**config.mk**
```make
export PLATFORM = sky130hd
export DESIGN_NAME = lenet_frame_reader
export DESIGN_NICKNAME = d
export VERILOG_FILES = /design/src/rtl/lenet_frame_reader.sv
export SDC_FILE = /design/constraint.sdc
export NUM_CORES = 1
export LEC_CHECK = 0
export ABC_AREA = 1
export CORE_ASPECT_RATIO = 1.2
export CORE_MARGIN = 5
export CORE_UTILIZATION = 45
export CTS_CLUSTER_DIAMETER = 40
export CTS_CLUSTER_SIZE = 14
export DETAILED_ROUTE_END_ITERATION = 10
export GPL_ROUTABILITY_DRIVEN = 0
export HOLD_SLACK_MARGIN = 0.05
export PLACE_DENSITY_LB_ADDON = 0.12
export SETUP_SLACK_MARGIN = 0.2
export SLEW_MARGIN = 20
export SYNTH_ARGS = -nofsm -noshare
export SYNTH_HDL_FRONTEND = slang
export SYNTH_SLANG_ARGS = --single-unit
```
**constraint.sdc**
```tcl
create_clock -name clk25 -period 1.8 [get_ports clk25]
set_clock_uncertainty 0.05 [all_clocks]
set_input_delay 0.27 -clock clk25 [delete_from_list [all_inputs] [get_ports clk25]]
set_output_delay 0.27 -clock clk25 [all_outputs]
set_load 0.005 [all_outputs]
```
**src/rtl/lenet_frame_reader.sv**
```systemverilog
`default_nettype none
// ============================================================================
// Module      : lenet_frame_reader
// Description : Consumer side of the LeNet input buffer. After a data_ready
//               pulse it scans the IMG_W x IMG_H padded frame in raster order
//               and streams every pixel over a valid/ready interface. A
//               2-entry output buffer with a read-data bypass absorbs the
//               buffer's 1-cycle read latency, giving 1 pixel/cycle with full
//               backpressure tolerance.
// Optional    : LENET_BORDER_ZERO_EN - border pixels (PAD wide on each side)
//               are not read from the buffer; zeros are streamed instead with
//               identical timing.
// Ports       : clk25, rst_n (async, active-low)
//               data_ready            - frame available pulse
//               rd_en/rd_addr/rd_data - synchronous buffer read port
//               m_valid/m_ready/m_data/m_last - output pixel stream
//               busy, frame_done, overrun - status
// Revision    : 1.0 - initial release
// ============================================================================
module lenet_frame_reader #(
    parameter int IMG_W  = 32,
    parameter int IMG_H  = 32,
    parameter int PAD    = 2,
    parameter int ADDR_W = 10,
    parameter int DATA_W = 8
) (
    input  logic              clk25,
    input  logic              rst_n,
    input  logic              data_ready,
    output logic              rd_en,
    output logic [ADDR_W-1:0] rd_addr,
    input  logic [DATA_W-1:0] rd_data,
    output logic              m_valid,
    input  logic              m_ready,
    output logic [DATA_W-1:0] m_data,
    output logic              m_last,
    output logic              busy,
    output logic              frame_done,
    output logic              overrun
);

    localparam logic [1:0] S_IDLE   = 2'd0;
    localparam logic [1:0] S_STREAM = 2'd1;
    localparam logic [1:0] S_DRAIN  = 2'd2;

    localparam logic [ADDR_W-1:0] LAST_ADDR = ADDR_W'(IMG_W * IMG_H - 1);

    logic [1:0]        state;
    logic [1:0]        count;       // entries held in the output buffer
    logic [DATA_W-1:0] buf0_data;   // head entry
    logic [DATA_W-1:0] buf1_data;
    logic              buf0_last;
    logic              buf1_last;
    logic              inflight;    // a pixel arrives on rd_data this cycle
    logic              inflight_last;
    logic              slot_free;
    logic              issue;       // one address slot is consumed this cycle
    logic              pop;
    logic [DATA_W-1:0] in_data;

`ifdef LENET_BORDER_ZERO_EN
    localparam int COL_W = $clog2(IMG_W);
    localparam int ROW_W = $clog2(IMG_H);
    localparam logic [COL_W-1:0] COL_LO = COL_W'(PAD);
    localparam logic [COL_W-1:0] COL_HI = COL_W'(IMG_W - PAD);
    localparam logic [ROW_W-1:0] ROW_LO = ROW_W'(PAD);
    localparam logic [ROW_W-1:0] ROW_HI = ROW_W'(IMG_H - PAD);

    logic [COL_W-1:0] col;
    logic [ROW_W-1:0] row;
    logic             border;
    logic             inflight_zero;

    assign border  = (row < ROW_LO) || (row >= ROW_HI) ||
                     (col < COL_LO) || (col >= COL_HI);
    assign rd_en   = issue && !border;
    assign in_data = inflight_zero ? '0 : rd_data;
`else
    assign rd_en   = issue;
    assign in_data = rd_data;
`endif

    // Buffered entries plus the in-flight read never exceed two, so the
    // buffer cannot overflow however long m_ready stays low.
    assign slot_free = (count == 2'd0) || ((count == 2'd1) && !inflight);
    assign issue     = (state == S_STREAM) && slot_free;

    // With the buffer empty the arriving read data is presented directly,
    // which is what gives first valid one cycle after the first read.
    assign m_valid = (count != 2'd0) || inflight;
    assign m_data  = (count != 2'd0) ? buf0_data : (inflight ? in_data : '0);
    assign m_last  = (count != 2'd0) ? buf0_last : (inflight && inflight_last);
    assign pop     = m_valid && m_ready;
    assign busy    = (state != S_IDLE);

    // Read pipeline: tag each slot at issue time.
    always_ff @(posedge clk25 or negedge rst_n) begin
        if (!rst_n) begin
            inflight      <= 1'b0;
            inflight_last <= 1'b0;
`ifdef LENET_BORDER_ZERO_EN
            inflight_zero <= 1'b0;
`endif
        end else begin
            inflight      <= issue;
            inflight_last <= issue && (rd_addr == LAST_ADDR);
`ifdef LENET_BORDER_ZERO_EN
            inflight_zero <= issue && border;
`endif
        end
    end

    // Output buffer. A pop with an empty buffer consumes the bypassed
    // arrival, so nothing is stored in that case.
    always_ff @(posedge clk25 or negedge rst_n) begin
        if (!rst_n) begin
            count     <= 2'd0;
            buf0_data <= '0;
            buf1_data <= '0;
            buf0_last <= 1'b0;
            buf1_last <= 1'b0;
        end else begin
            case (count)
                2'd0: begin
                    if (inflight && !pop) begin
                        buf0_data <= in_data;
                        buf0_last <= inflight_last;
                        count     <= 2'd1;
                    end
                end
                2'd1: begin
                    if (pop && inflight) begin
                        buf0_data <= in_data;
                        buf0_last <= inflight_last;
                    end else if (pop) begin
                        count <= 2'd0;
                    end else if (inflight) begin
                        buf1_data <= in_data;
                        buf1_last <= inflight_last;
                        count     <= 2'd2;
                    end
                end
                2'd2: begin
                    if (pop) begin
                        buf0_data <= buf1_data;
                        buf0_last <= buf1_last;
                        if (inflight) begin
                            buf1_data <= in_data;
                            buf1_last <= inflight_last;
                        end else begin
                            count <= 2'd1;
                        end
                    end
                end
                default: count <= 2'd0;
            endcase
        end
    end

    // Frame control. rd_addr (and row/col) stop on the final address so
    // they never wrap; they are cleared only at frame start.
    always_ff @(posedge clk25 or negedge rst_n) begin
        if (!rst_n) begin
            state      <= S_IDLE;
            rd_addr    <= '0;
            frame_done <= 1'b0;
            overrun    <= 1'b0;
`ifdef LENET_BORDER_ZERO_EN
            col        <= '0;
            row        <= '0;
`endif
        end else begin
            frame_done <= 1'b0;
            overrun    <= data_ready && busy;
            case (state)
                S_IDLE: begin
                    if (data_ready) begin
                        state   <= S_STREAM;
                        rd_addr <= '0;
`ifdef LENET_BORDER_ZERO_EN
                        col     <= '0;
                        row     <= '0;
`endif
                    end
                end
                S_STREAM: begin
                    if (issue) begin
                        if (rd_addr == LAST_ADDR) begin
                            state <= S_DRAIN;
                        end else begin
                            rd_addr <= rd_addr + 1'b1;
`ifdef LENET_BORDER_ZERO_EN
                            if (col == COL_W'(IMG_W - 1)) begin
                                col <= '0;
                                row <= row + 1'b1;
                            end else begin
                                col <= col + 1'b1;
                            end
`endif
                        end
                    end
                end
                S_DRAIN: begin
                    if (pop && m_last) begin
                        state      <= S_IDLE;
                        frame_done <= 1'b1;
                    end
                end
                default: state <= S_IDLE;
            endcase
        end
    end

endmodule
`default_nettype wire

```
==> flow_metrics.tcl <==
set metrics [dict create \
    status "completed" \
    cts_max_level 2 \
    ys_types 28 \
    fin_crit_sh_pct 95.4 \
    yosysWarnings 0 \
    die_area_um2 5870 \
    max_slew_margin_pct 69.1 \
    seqPwrFrac_pct 26.0 \
    synth_cells 260 \
    swShare_pct 41.5 \
    required_ns 1.48 \
    synth-compound-area-share_pct 16.7 \
    cts_num_sinks 36 \
    cts_tree "done" \
    cts-hold-fix-buffers 0 \
    drive_above_1_share_pct 30.3 \
    rows 26 \
    wl_um 4790 \
    synthSimpleGateAreaFrac_pct 27.1 \
    worstSetupStartpoint "count[1]" \
    fin_util_pct 65.9 \
    cts_made_buffers 5 \
    endpoint_kind "output port" \
    track_usage_pct 17.3 \
    hold_viol_final 0 \
    ys_top_cells_by_area "dfrtp_1 (45%), nand2_1 (14%), o21ai_0 (7.8%)" \
    synth_area_per_cell_um2 7.68 \
    drtAntennaViolNets 0 \
    route.detailed.drc 0 \
    setup_viol 0 \
    synth_top_area_cell "dfrtp_1" \
    p_clk_share_pct 12.3 \
    worstMarginPinSlew_ns 0.464 \
    clockBufferDepth 2 \
    n_fill_cell 377 \
    vias_per_cell 4.83 \
    dr.pass1.iters 4 \
    num_vias 1865 \
    clk_transition_reported_paths_ns 0.07 \
    synth_xor_area_share_pct 0 \
    drv_cap 0 \
    maxSlewViolCount 0 \
    synth_nets 273 \
    timing.rr.start "count[1]" \
    die_x_um 70.8 \
    crit_fanout 6 \
    synthMuxAreaShare_pct 0 \
    io-pin-count 36 \
    fin_tns_setup_ns 0 \
    synth_ff_type "dfrtp_1" \
    nets 342 \
    areaGrowthSynthToFinish_pct 41.8 \
    cp-start-kind "flop" \
    layout_min_cycle_time_ns 1.72 \
    critical_path_class "reg2out" \
    fp.dieH_um 83.0 \
    power_w 0.00480 \
    clockRootBuffer "clkbuf_8" \
    r2r_setup_slack_ns 0.13 \
    dp_hpwl_um 3130 \
    ir_drop_v 0.000895 \
    ff2ff_path_depth 9 \
    async_reset_ff_share_pct 100 \
    wl_per_cell_um 12.4 \
    synth_edf_count 0 \
    synth_top_family_by_area "simple AND/OR/NAND/NOR gates" \
    fmax_ghz 0.582 \
    fin_area_um2 2830 \
    r2r-end "buf1_data[6]" \
    synth_top_cell_area_share_pct 45.1 \
    p_sw_w 0.00199 \
    grt_pass1_wl_um 8390 \
    initialDrtViolationCount 65 \
    insertion_delay_ns 0.29 \
    ys_seq_area_share_pct 45.1 \
    syn_area_um2 2000 \
    dpl_cell_area_um2 2500 \
    synth_fa_ha_area_share_pct 0.627 \
    instances_no_fill 386 \
    core-area_um2 4290 \
    place_inst 361 \
    synth.most_common_cell "nand2_1" \
    antennaDiodeCount 0 \
    powerDensity_nw_per_um2 1700 \
    synth_seq_cells 36 \
    worstHoldPathType "in2async" \
    grt_pass1_vias 1947 \
    grt-ovfl-total 0 \
    cellInternalPower_w 0.00281 \
    antenna_found_initial 0 \
    leakage_nw 1.41 \
    cp_data_arrival_time_ns 1.40 \
    combPwrFrac_pct 61.8 \
    io_buffers 35 \
    grt_max_degree 37 \
    start_util_pct 46.5 \
    rsz0062_at_grt "true" \
    synthTopCellsByCount "nand2_1 (75), dfrtp_1 (36), inv_1 (31), o21ai_0 (31), nor2_1 (24)" \
]
timing repair:
| action | CTS | global route |
|---|---|---|
| pin swaps | 4 | 3 |
| buffers inserted | 11 | 5 |
| gates resized for setup | 69 | 32 |
| cloned | 1 | 0 |
| setup endpoints to repair | 13 | 47 |
sequential cells by signal, summed over array words and instances, names as in the netlist:
signal         cells
rd_addr           10
buf0_data          8
buf1_data          8
count              2
state              2
buf0_last          1
buf1_last          1
frame_done         1
inflight           1
inflight_last      1
overrun            1
power by group through the flow:
stage / sequential, W / combinational, W / clock, W
6_report: 0.00125 / 0.00296 / 0.000589
5_1_grt: 0.00128 / 0.00328 / 0.000655
4_1_cts: 0.00124 / 0.00267 / 0.000614
3_5_place_dp: 0.00125 / 0.00244 / 0
3_3_place_gp: 0.00124 / 0.00241 / 0
2_1_floorplan: 0.00124 / 0.00148 / 0
worst max path at each step:
stage           endpoint  slack, ns  cells past startpoint
2_1_floorplan   state[0]       0.32                      7
5_1_grt           m_last      0.005                      7
6_report          m_last       0.08                      7
4_1_cts           m_last       0.08                      7
3_3_place_gp   m_data[5]       0.02                      4
3_5_place_dp   m_data[7]       0.03                      4
cell type report:
type	instances	area [um^2]	area share, %
clock buffer	8	90.1	3.18
inverter	37	146	5.17
multi-input combinational	179	1000	35.3
sequential	36	903	31.9
tap	56	70.1	2.48
timing repair buffer	70	619	21.9
metrics by stage:
stage	hold WS, ns	setup WS [ns]
global placement	0.441	0.0214
global route	0.403	0.00492
detailed placement	0.457	0.0266
finish	0.345	0.0822
floorplan	-0.0756	0.319
CTS	0.368	0.0794
placed cells by master (no fill, tap or decap), types with 2 or more instances in the layout:
master | synthesis | routed
nor2_2 | 2 | 5
inv_1 | 31 | 31
nand3_2 | 1 | 7
dfrtp_2 | 0 | 2
clkdlybuf4s50_1 | 0 | 21
nor3_1 | 3 | 3
nand2_2 | 2 | 2
buf_4 | 0 | 23
nand4_1 | 3 | 3
buf_6 | 3 | 10
nor2_1 | 24 | 18
nand3_1 | 11 | 4
nand2_1 | 75 | 74
nor2_4 | 3 | 6
clkbuf_8 | 0 | 6
a21oi_1 | 6 | 5
clkbuf_1 | 1 | 2
inv_2 | 6 | 4
o21ai_1 | 1 | 5
dfrtp_1 | 36 | 34
buf_2 | 3 | 11
o21a_1 | 2 | 2
dlymetal6s2s_1 | 0 | 2
o21ai_2 | 8 | 13
a21oi_2 | 1 | 2
o21ai_0 | 31 | 22
routing by layer:
| layer | track usage [%] | vias up | wire (um) |
|---|---|---|---|
| li1 | - | 961 | - |
| met1 | 18.7 | 864 | 1950 |
| met2 | 31.4 | 33 | 2570 |
| met3 | 4.71 | 7 | 180 |
| met4 | 6.32 | 0 | 87 |
| met5 | 0 | - | 0 |
logic make-up after synthesis:
kind of cell    count (synthesis)
buf+inv                        45
flops                          36
compound gates                 53
simple gates                  125
fa+ha+maj                       1
worst max-delay path, cell delays in order, from the launching register on:
cell and delay (ns):
dfrtp_1 0.42, nor2_4 0.16, buf_6 0.11, buf_6 0.11
nand2_2 0.05, o21ai_2 0.05, inv_1 0.07, buf_2 0.13
No activity file was read; power rests on OpenSTA's default activity.
